==> src/rtl/adder_arbiter.sv <==
// Two-requester arbiter that time-shares one external 4-bit adder and returns
// the sum with the winner's ID. Define ADDER_ARB_FIXED_PRI_EN for fixed priority.
module adder_arbiter #(
   parameter int COUNT_W = 8
) (
   input  logic               clk,
   input  logic               rst,
   input  logic               req0_valid,
   input  logic [3:0]         req0_a,
   input  logic [3:0]         req0_b,
   output logic               req0_ready,
   input  logic               req1_valid,
   input  logic [3:0]         req1_a,
   input  logic [3:0]         req1_b,
   output logic               req1_ready,
   output logic [3:0]         add_a,
   output logic [3:0]         add_b,
   input  logic [4:0]         add_s,
   output logic               res_valid,
   output logic [4:0]         res_sum,
   output logic               res_id,
   input  logic               res_ready,
   output logic [COUNT_W-1:0] op_count
);

   typedef enum logic [1:0] {IDLE, CALC, DONE} state_t;

   state_t     state;
   logic [3:0] op_a;
   logic [3:0] op_b;
   logic       op_id;
   logic       last_id;
   logic       grant0;
   logic       grant1;

   // Requester 0 wins a tie unless it was served last (round-robin mode).
   always_comb begin
`ifdef ADDER_ARB_FIXED_PRI_EN
      grant0 = req0_valid;
`else
      grant0 = req0_valid && (!req1_valid || last_id);
`endif
      grant1 = req1_valid && !grant0;
   end

   assign req0_ready = (state == IDLE) && grant0;
   assign req1_ready = (state == IDLE) && grant1;
   assign res_valid  = (state == DONE);

   // The adder only ever sees registered operands.
   assign add_a = op_a;
   assign add_b = op_b;

   always_ff @(posedge clk) begin
      if (rst) begin
         state    <= IDLE;
         op_a     <= '0;
         op_b     <= '0;
         op_id    <= 1'b0;
         last_id  <= 1'b1;
         res_sum  <= '0;
         res_id   <= 1'b0;
         op_count <= '0;
      end else begin
         case (state)
            IDLE: begin
               if (req0_valid && req0_ready) begin
                  op_a    <= req0_a;
                  op_b    <= req0_b;
                  op_id   <= 1'b0;
                  last_id <= 1'b0;
                  state   <= CALC;
               end else if (req1_valid && req1_ready) begin
                  op_a    <= req1_a;
                  op_b    <= req1_b;
                  op_id   <= 1'b1;
                  last_id <= 1'b1;
                  state   <= CALC;
               end
            end
            CALC: begin
               res_sum <= add_s;
               res_id  <= op_id;
               state   <= DONE;
            end
            DONE: begin
               if (res_ready) begin
                  op_count <= op_count + COUNT_W'(1);
                  state    <= IDLE;
               end
            end
            default: state <= IDLE;
         endcase
      end
   end

endmodule
==> config.mk <==
export PLATFORM = sky130hd
export DESIGN_NAME = adder_arbiter
export DESIGN_NICKNAME = d
export VERILOG_FILES = /design/src/rtl/adder_arbiter.sv
export SDC_FILE = /design/constraint.sdc
export NUM_CORES = 1
export LEC_CHECK = 0
export ABC_AREA = 1
export CAP_MARGIN = 20
export CORE_MARGIN = 3
export CORE_UTILIZATION = 45
export CTS_BUF_LIST = sky130_fd_sc_hd__clkbuf_16
export DETAILED_ROUTE_END_ITERATION = 8
export DONT_BUFFER_PORTS = 1
export GPL_TIMING_DRIVEN = 0
export PLACE_DENSITY = 0.66
export SETUP_SLACK_MARGIN = 0.5
export SLEW_MARGIN = 20
export SYNTH_ARGS = -nofsm -noshare
export SYNTH_HDL_FRONTEND = slang
export SYNTH_SLANG_ARGS = --single-unit
==> constraint.sdc <==
create_clock -name clk -period 1.2 [get_ports clk]
set_input_delay 0.3 -clock clk [delete_from_list [all_inputs] [get_ports clk]]
set_output_delay 0.3 -clock clk [all_outputs]
set_load 0.005 [all_outputs]
# Word level (Yosys, flattened, before mapping)
# Index checks and enable logic that the tools add are counted.
dict set report op_classes {
  n_addsub 1
  n_eq_ne 4
  n_mux 10
  reduce_logical 14
}
# cell count
set ops {}
lappend ops {{4-bit two-way mux} 4}
lappend ops {{8-bit by 1-bit adder with 8-bit output (second input constant)} 1}
lappend ops {{1-bit logical AND} 6}
lappend ops {{2-bit two-way mux} 3}
lappend ops {{2-bit one-hot mux with 3 select lines} 1}
lappend ops {{2-bit AND reduction} 3}
lappend ops {{3-bit by 1-bit inequality test with 1-bit output (second input constant)} 1}
lappend ops {{2-bit by 1-bit == test with 1-bit output (second input constant)} 1}
lappend ops {{2-bit == test (second input constant)} 1}
lappend ops {{1-bit logical NOT} 2}
lappend ops {{2-bit logical NOT} 1}
lappend ops {{1-bit two-way mux} 2}
lappend ops {{2-bit by 1-bit inequality test with 1-bit output (second input constant)} 1}
lappend ops {{2-bit nonzero test} 1}
lappend ops {{1-bit logical OR} 1}
dict set report word_totals {
  ff_bits 26
  input_bits 26
  output_inout_bits 25
  elab_cells 37
}

# Longest topological paths before layout
dict set report logic_depth {
  ltp_word 10
  mapped_depth 9
  mapped_depth_nobuf 8
}

# Worst setup path after synthesis
# Ideal clock, no wire load.
dict set report synth_path {
  kind {flip-flop to output port}
  from {register state[1]}
  to {output req1_ready}
  t_arrival_ns 0.872
  required_time_ns 0.900
  path_slack_ns 0.028
  path_stages_with_launch 6
  n_path_buf 0
  cell_sequence {dfxtp_1 -> nor2_4 -> nand2_2 -> inv_2 -> nand2_1 -> inv_1}
}
dict set report synth_between {
  elab_chain_len 2
}
# item line
set synth_rtl {}
lappend synth_rtl {{start: declaration} 28} ;# state_t state;
lappend synth_rtl {{start signal: assignment} 56} ;# state <= IDLE;
lappend synth_rtl {{start signal: assignment} 72} ;# state <= CALC;
lappend synth_rtl {{start signal: assignment} 78} ;# state <= CALC;
lappend synth_rtl {{2-bit logical NOT} 47} ;# assign req1_ready = (state == IDLE) && grant1;
lappend synth_rtl {{1-bit logical AND} 47}
lappend synth_rtl {{end: declaration} 15} ;# output logic req1_ready,
# Every way passes these cells.

# Worst setup path in the final report
dict set report layout_path {
  from {register state[0]}
  to {output req0_ready}
}
dict set report layout_between {
  elab_chain_len 2
}
# item line
set layout_rtl {}
lappend layout_rtl {{2-bit logical NOT} 46} ;# assign req0_ready = (state == IDLE) && grant0;
lappend layout_rtl {{1-bit logical AND} 46}
lappend layout_rtl {{end: declaration} 11} ;# output logic req0_ready,
# Every way passes these cells.

==> summary.md <==
| Metric | Value |
|---|---|
| Status | finished with violations |
| Failing checks | negative setup slack |
| Hold Crit Class | input pin to flop |
| Worst endpoint data arrival time | 1.05 ns |
| DRC viols | 0 |
| Seq cells post-synth | 26 |
| WP data required | 0.90 ns |
| TritonCTS clock tree | built |
| Site row count | 17 |
| Syn Std Cell Area | 0.00118 mm^2 |
| Final setup fails | 13 |
| Initial Util | 0.505 |
| Worst vdd ir | 1.12 mV |
| R2R cell count | 8 |
| Relative slew slack | 0.695 |
| Hold_buf cts | 0 |
| Max-slew violations | 0 |
| DP Wirelength | 2090 um |
| Total core area | 0.00234 mm^2 |
| Top FF cell, synth | dfxtp_1 |
| FF-to-FF Start | state[0] |
| Final worst setup slack | -0.149 ns |
| DR iter-0 viols | 39 |
| Initial DRT Pass Iterations | 4 |
| CTS clk-pin slew, worst paths | 0.06 ns |
| CTS Buf Count | 3 |
| Cell variety after synth | 23 |
| CTS root buffer | clkbuf_16 |
| Yosys warns | 0 |
| H-tree levels | 1 |
| Clock latency on the worst-skew pair | 0.25 ns |
| GPL Wtd Cong | 0.749 |
| FILL cells | 198 |
| Fin Hold WS | 0.0912 ns |
| Vias in the first global route | 1120 |
| Fin nets | 212 |
| Asr flop ratio synth | 0 |
| Commonest cells after routing, fill and taps aside | nand3_1 (28), nand2_1 (24), inv_1 (19), nor2_1 (19), dfxtp_2 (18) |
| Layout cells sized above 1 | 0.380 |
| Pre-CTS WS | -0.0363 ns |
| Final Critical Period | 1.35 ns |
| Sequential element share of the synthesized area | 0.440 |
| Die area | 0.00328 mm^2 |
| Largest net degree at the start of global routing | 15 |
| Fin. Hold Viols | 0 |
| Leakage | 0.729 nW |
| Worst Setup Path Type | flop to output pin |
| Antenna violations before repair | 0 |
| Synth Instances | 163 |
| Worst-Margin Slew | 0.457 ns |
| # diodes | 0 |
| Routed vias/inst | 5.29 |
| Total GRT Usage | 0.190 |
| CP startpoint | state[0] |
| Fmax | 0.741 GHz |
| Worst setup SP type | flop |
| Drt wl/cell | 14.4 um |
| Longest Clk Path Bufs | 2 |
| Crit path to | req0_ready |
| R2r setup slk | -0.07 ns |
| Grt ovf | 0 |
| Final wirelength | 3050 um |
| Mapped Nets | 190 |
| First-pass GRT wire length | 4940 um |
| Via count | 1121 |
| RSZ-0062 raised after global routing | yes |
| Crit. End Element | output pin |
| Die height | 57.3 um |
| Worst clock skew | 0.00216 ns |
| P per Cell Area | 1340 mW/mm^2 |
| Max cap viols | 0 |
| Most common cell after layout, fill and taps aside | nand3_1 |
| Syn-to-layout area delta | 33.0% |
| Setup TNS | -0.755 ns |
| EDFF count, synth | 0 |
| Worst Path Max Fanout | 5 |
| Clk sink count | 26 |
| R2r endpoint | add_a[3] |
| Period utilization | 1.12 |
| Post-route ant nets | 0 |
| IO Pins | 51 |
| Mean Syn Cell Area | 7.25 um^2 |
| Die Span X | 57.3 um |
| IO Port Bufs | 0 |
==> worst min-delay path by stage <==
stage / to / cells past startpoint / from / slack, ns
3_5_place_dp: state[0] / 1 / rst / 0.36
2_1_floorplan: op_count[1] / 1 / rst / 0.36
5_1_grt: state[1] / 1 / rst / 0.09
4_1_cts: state[0] / 1 / rst / 0.09
3_3_place_gp: op_count[1] / 1 / rst / 0.36
6_report: state[1] / 1 / rst / 0.09
==> synthesized netlist by cell type (2+ instances only) <==
cell type	n	area [um^2]
nand3_1	29	145
nand2_1	27	101
dfxtp_1	26	521
nor2_1	23	86.3
inv_1	22	82.6
o21ai_0	8	40.0
a21oi_1	5	25.0
inv_2	4	15.0
clkbuf_1	2	7.51
nand3_4	2	35.0
nor2_4	2	22.5
o21bai_1	2	15.0
==> where the power goes <==
group	total (mW)	internal, mW	leakage [nW]	switching, mW
Combinational	0.390	0.176	0.465	0.214
Clock	0.726	0.445	0.0385	0.281
Sequential	0.985	0.934	0.225	0.0513
==> sequential cells by signal, indices dropped and copies added (netlist names) <==
register and cells:
res_id 1, add_a 4, add_b 4, last_id 1, op_count 8, state 2, res_sum 5, op_id 1
==> final cells by class <==
type	count	area [um^2]	share of cell area
plain buffers	5	33.8	0.0215
clock buffers	3	75.1	0.0477
clock inverters	1	3.75	0.00239
inverters	26	110	0.0700
multi-input cells	106	603	0.383
flip-flops and latches	26	566	0.360
well taps	28	35.0	0.0223
repair buffers	17	146	0.0931
==> repair_timing <==
item / CTS / global route
pin swaps: 7 / 7
gates resized for setup: 33 / 14
cloned: 1 / 0
endpoints found under the setup margin: 51 / 51
setup buffers: 8 / 8
==> worst max-delay path, cell delays in order, from the launching register on <==
cell     delay, ns
dfxtp_4       0.35
nor2_4        0.16
nand3_4       0.10
inv_2         0.07
buf_6         0.11
==> routing by layer <==
layer,up-vias,share of wire,track usage,routed length (um)
li1,564,-,-,-
met1,514,0.39,0.215,1190
met5,-,0,0,0
met3,6,0.069,0.0498,211
met2,37,0.52,0.344,1590
met4,0,0.017,0.0662,52
==> kinds of logic after synthesis <==
family          count (synthesis)  synth area share
buf+inv                        31             0.108
simple gates                   86             0.349
xor+xnor                        1           0.00741
fa+ha+maj                       1            0.0106
flops                          26             0.440
compound gates                 18            0.0847
==> stage by stage <==
step,power (mW),std cells,util,cell area (um^2)
after CTS,2.08,204,0.630,1480
after global placement,1.26,191,0.540,1260
after global routing,2.21,212,0.672,1570
final,2.10,212,0.672,1570
after floorplan,1.21,163,-,1230
after detailed placement,1.28,191,0.540,1260
Power figures use the tool's default switching activity.
==> RTL edit, RTL diff (same flow settings) <==
Register the output `op_count` once more, cleared by the reset; this adds one clock of latency there. The other outputs are not delayed to match.
--- a/src/rtl/adder_arbiter.sv
+++ b/src/rtl/adder_arbiter.sv
@@ -26,2 +26,4 @@
    typedef enum logic [1:0] {IDLE, CALC, DONE} state_t;
+
+   logic [COUNT_W-1:0] op_count_s0;
 
@@ -62,3 +64,3 @@
          res_id   <= 1'b0;
-         op_count <= '0;
+         op_count_s0 <= '0;
       end else begin
@@ -87,3 +89,3 @@
                if (res_ready) begin
-                  op_count <= op_count + COUNT_W'(1);
+                  op_count_s0 <= op_count_s0 + COUNT_W'(1);
                   state    <= IDLE;
@@ -96,2 +98,10 @@
 
+   always_ff @(posedge clk) begin
+      if (rst) begin
+         op_count <= '0;
+      end else begin
+         op_count <= op_count_s0;
+      end
+   end
+
 endmodule
Function: changed (a bounded check fails within 4 cycles, from zero or initial values and one cycle with rst high).
==> RTL edit against the original RTL <==
The flow still finishes with violations (setup timing); power is 34% higher; worst setup slack better by 0.085 ns; wire length is 4.6% higher; design area is 14% higher; sequential power is 29% higher; synthesized cell count is 19% higher; sequential cell count is 8 higher; synthesized area is 19% higher; sequential share of layout area is 4.1 points higher; via count is 14% higher; clock power is 57% higher; critical endpoint unchanged; largest power group unchanged; highest routed layer unchanged.
==> RTL edit: results (changes against the original RTL) <==
clock_tree:
  htreeDepth: 2  # +1
timing:
  finalWorstSetupSlack_ns: -0.0649  # +0.0846 ns
  setup_tns_ns: -0.141  # +0.614 ns
  setup_violations: 4  # -9
  whs_ns: 0.173  # +0.0818 ns
  finClkSkew_ns: 0.00256  # +0.000406 ns
place:
  dpl.hpwl_um: 2250  # +7.6%
  gp_congestion: 0.806  # +7.7%
logic_synthesis:
  synthTopCellsByCount: "nor2_1 (50), dfxtp_1 (34), inv_1 (26), nand2_1 (26), nand3_1 (14)"
worst_hold_path:
  hold_path_end: "res_sum[4]$_SDFFE_PP0N_"
global_routing:
  grt_pass1_vias: 1175  # +4.9%
  grt_use_met2: 0.309  # -0.0348
  use_met1: 0.182  # -0.0326
  gr-usage-all-layers: 0.174  # -0.0163
  grt_pass1_wl_um: 4860  # -1.7%
die:
  start_util: 0.489  # -0.0160
critical_path:
  rr_endpoint: "op_count_s0[6]$_SDFFE_PP0P_"
  cp_max_fo: 4  # -1
  r2r_setup_slack_ns: -0.02  # +0.05 ns
pwr:
  switching_power_w: 0.000691  # +26%
  clkPwrFrac: 0.407  # +0.062
finish:
  nets: 236  # +11%
  multi_input_gates: 127  # +20%
  seq_area_sq_um: 717  # +27%
  layout-drive-gt1-share: 0.340  # -0.0407
  largest_registers: "op_count x8, op_count_s0 x8, res_sum x5"
status:
  status: "complete, but fails checks"
  violations: "setup timing"
==> RTL edit: layer usage <==
layer	share of wire	routed length, um
met1	0.40	1280
met2	0.51	1640
met3	0.071	227
met4	0.011	34
met5	0	0
==> RTL edit: kinds of logic after synthesis <==
logic type | count (synthesis) | synth area share
adder cells (fa/ha/maj) | 1 | 0.00889
buffers and inverters | 33 | 0.0960
flip-flops | 34 | 0.484
AO/OA/AOI/OAI | 20 | 0.0773
AND/OR/NAND/NOR | 106 | 0.334
==> RTL edit: metrics by stage <==
stage,setup slack [ns],utilization,area (sq um),instances
global route,-0.137,0.623,1790,251
CTS,-0.0456,0.605,1740,249
finish,-0.0649,0.623,1790,251
detailed placement,0.0107,0.524,1510,236
global placement,0.0433,0.524,1510,236
floorplan,0.131,-,1460,194
==> RTL edit: repair_timing <==
item,CTS,global route
gates cloned,0,1
setup buffers,6,1
gates resized for setup,37,11
setup endpoints to repair,51,51
pin swaps,12,4
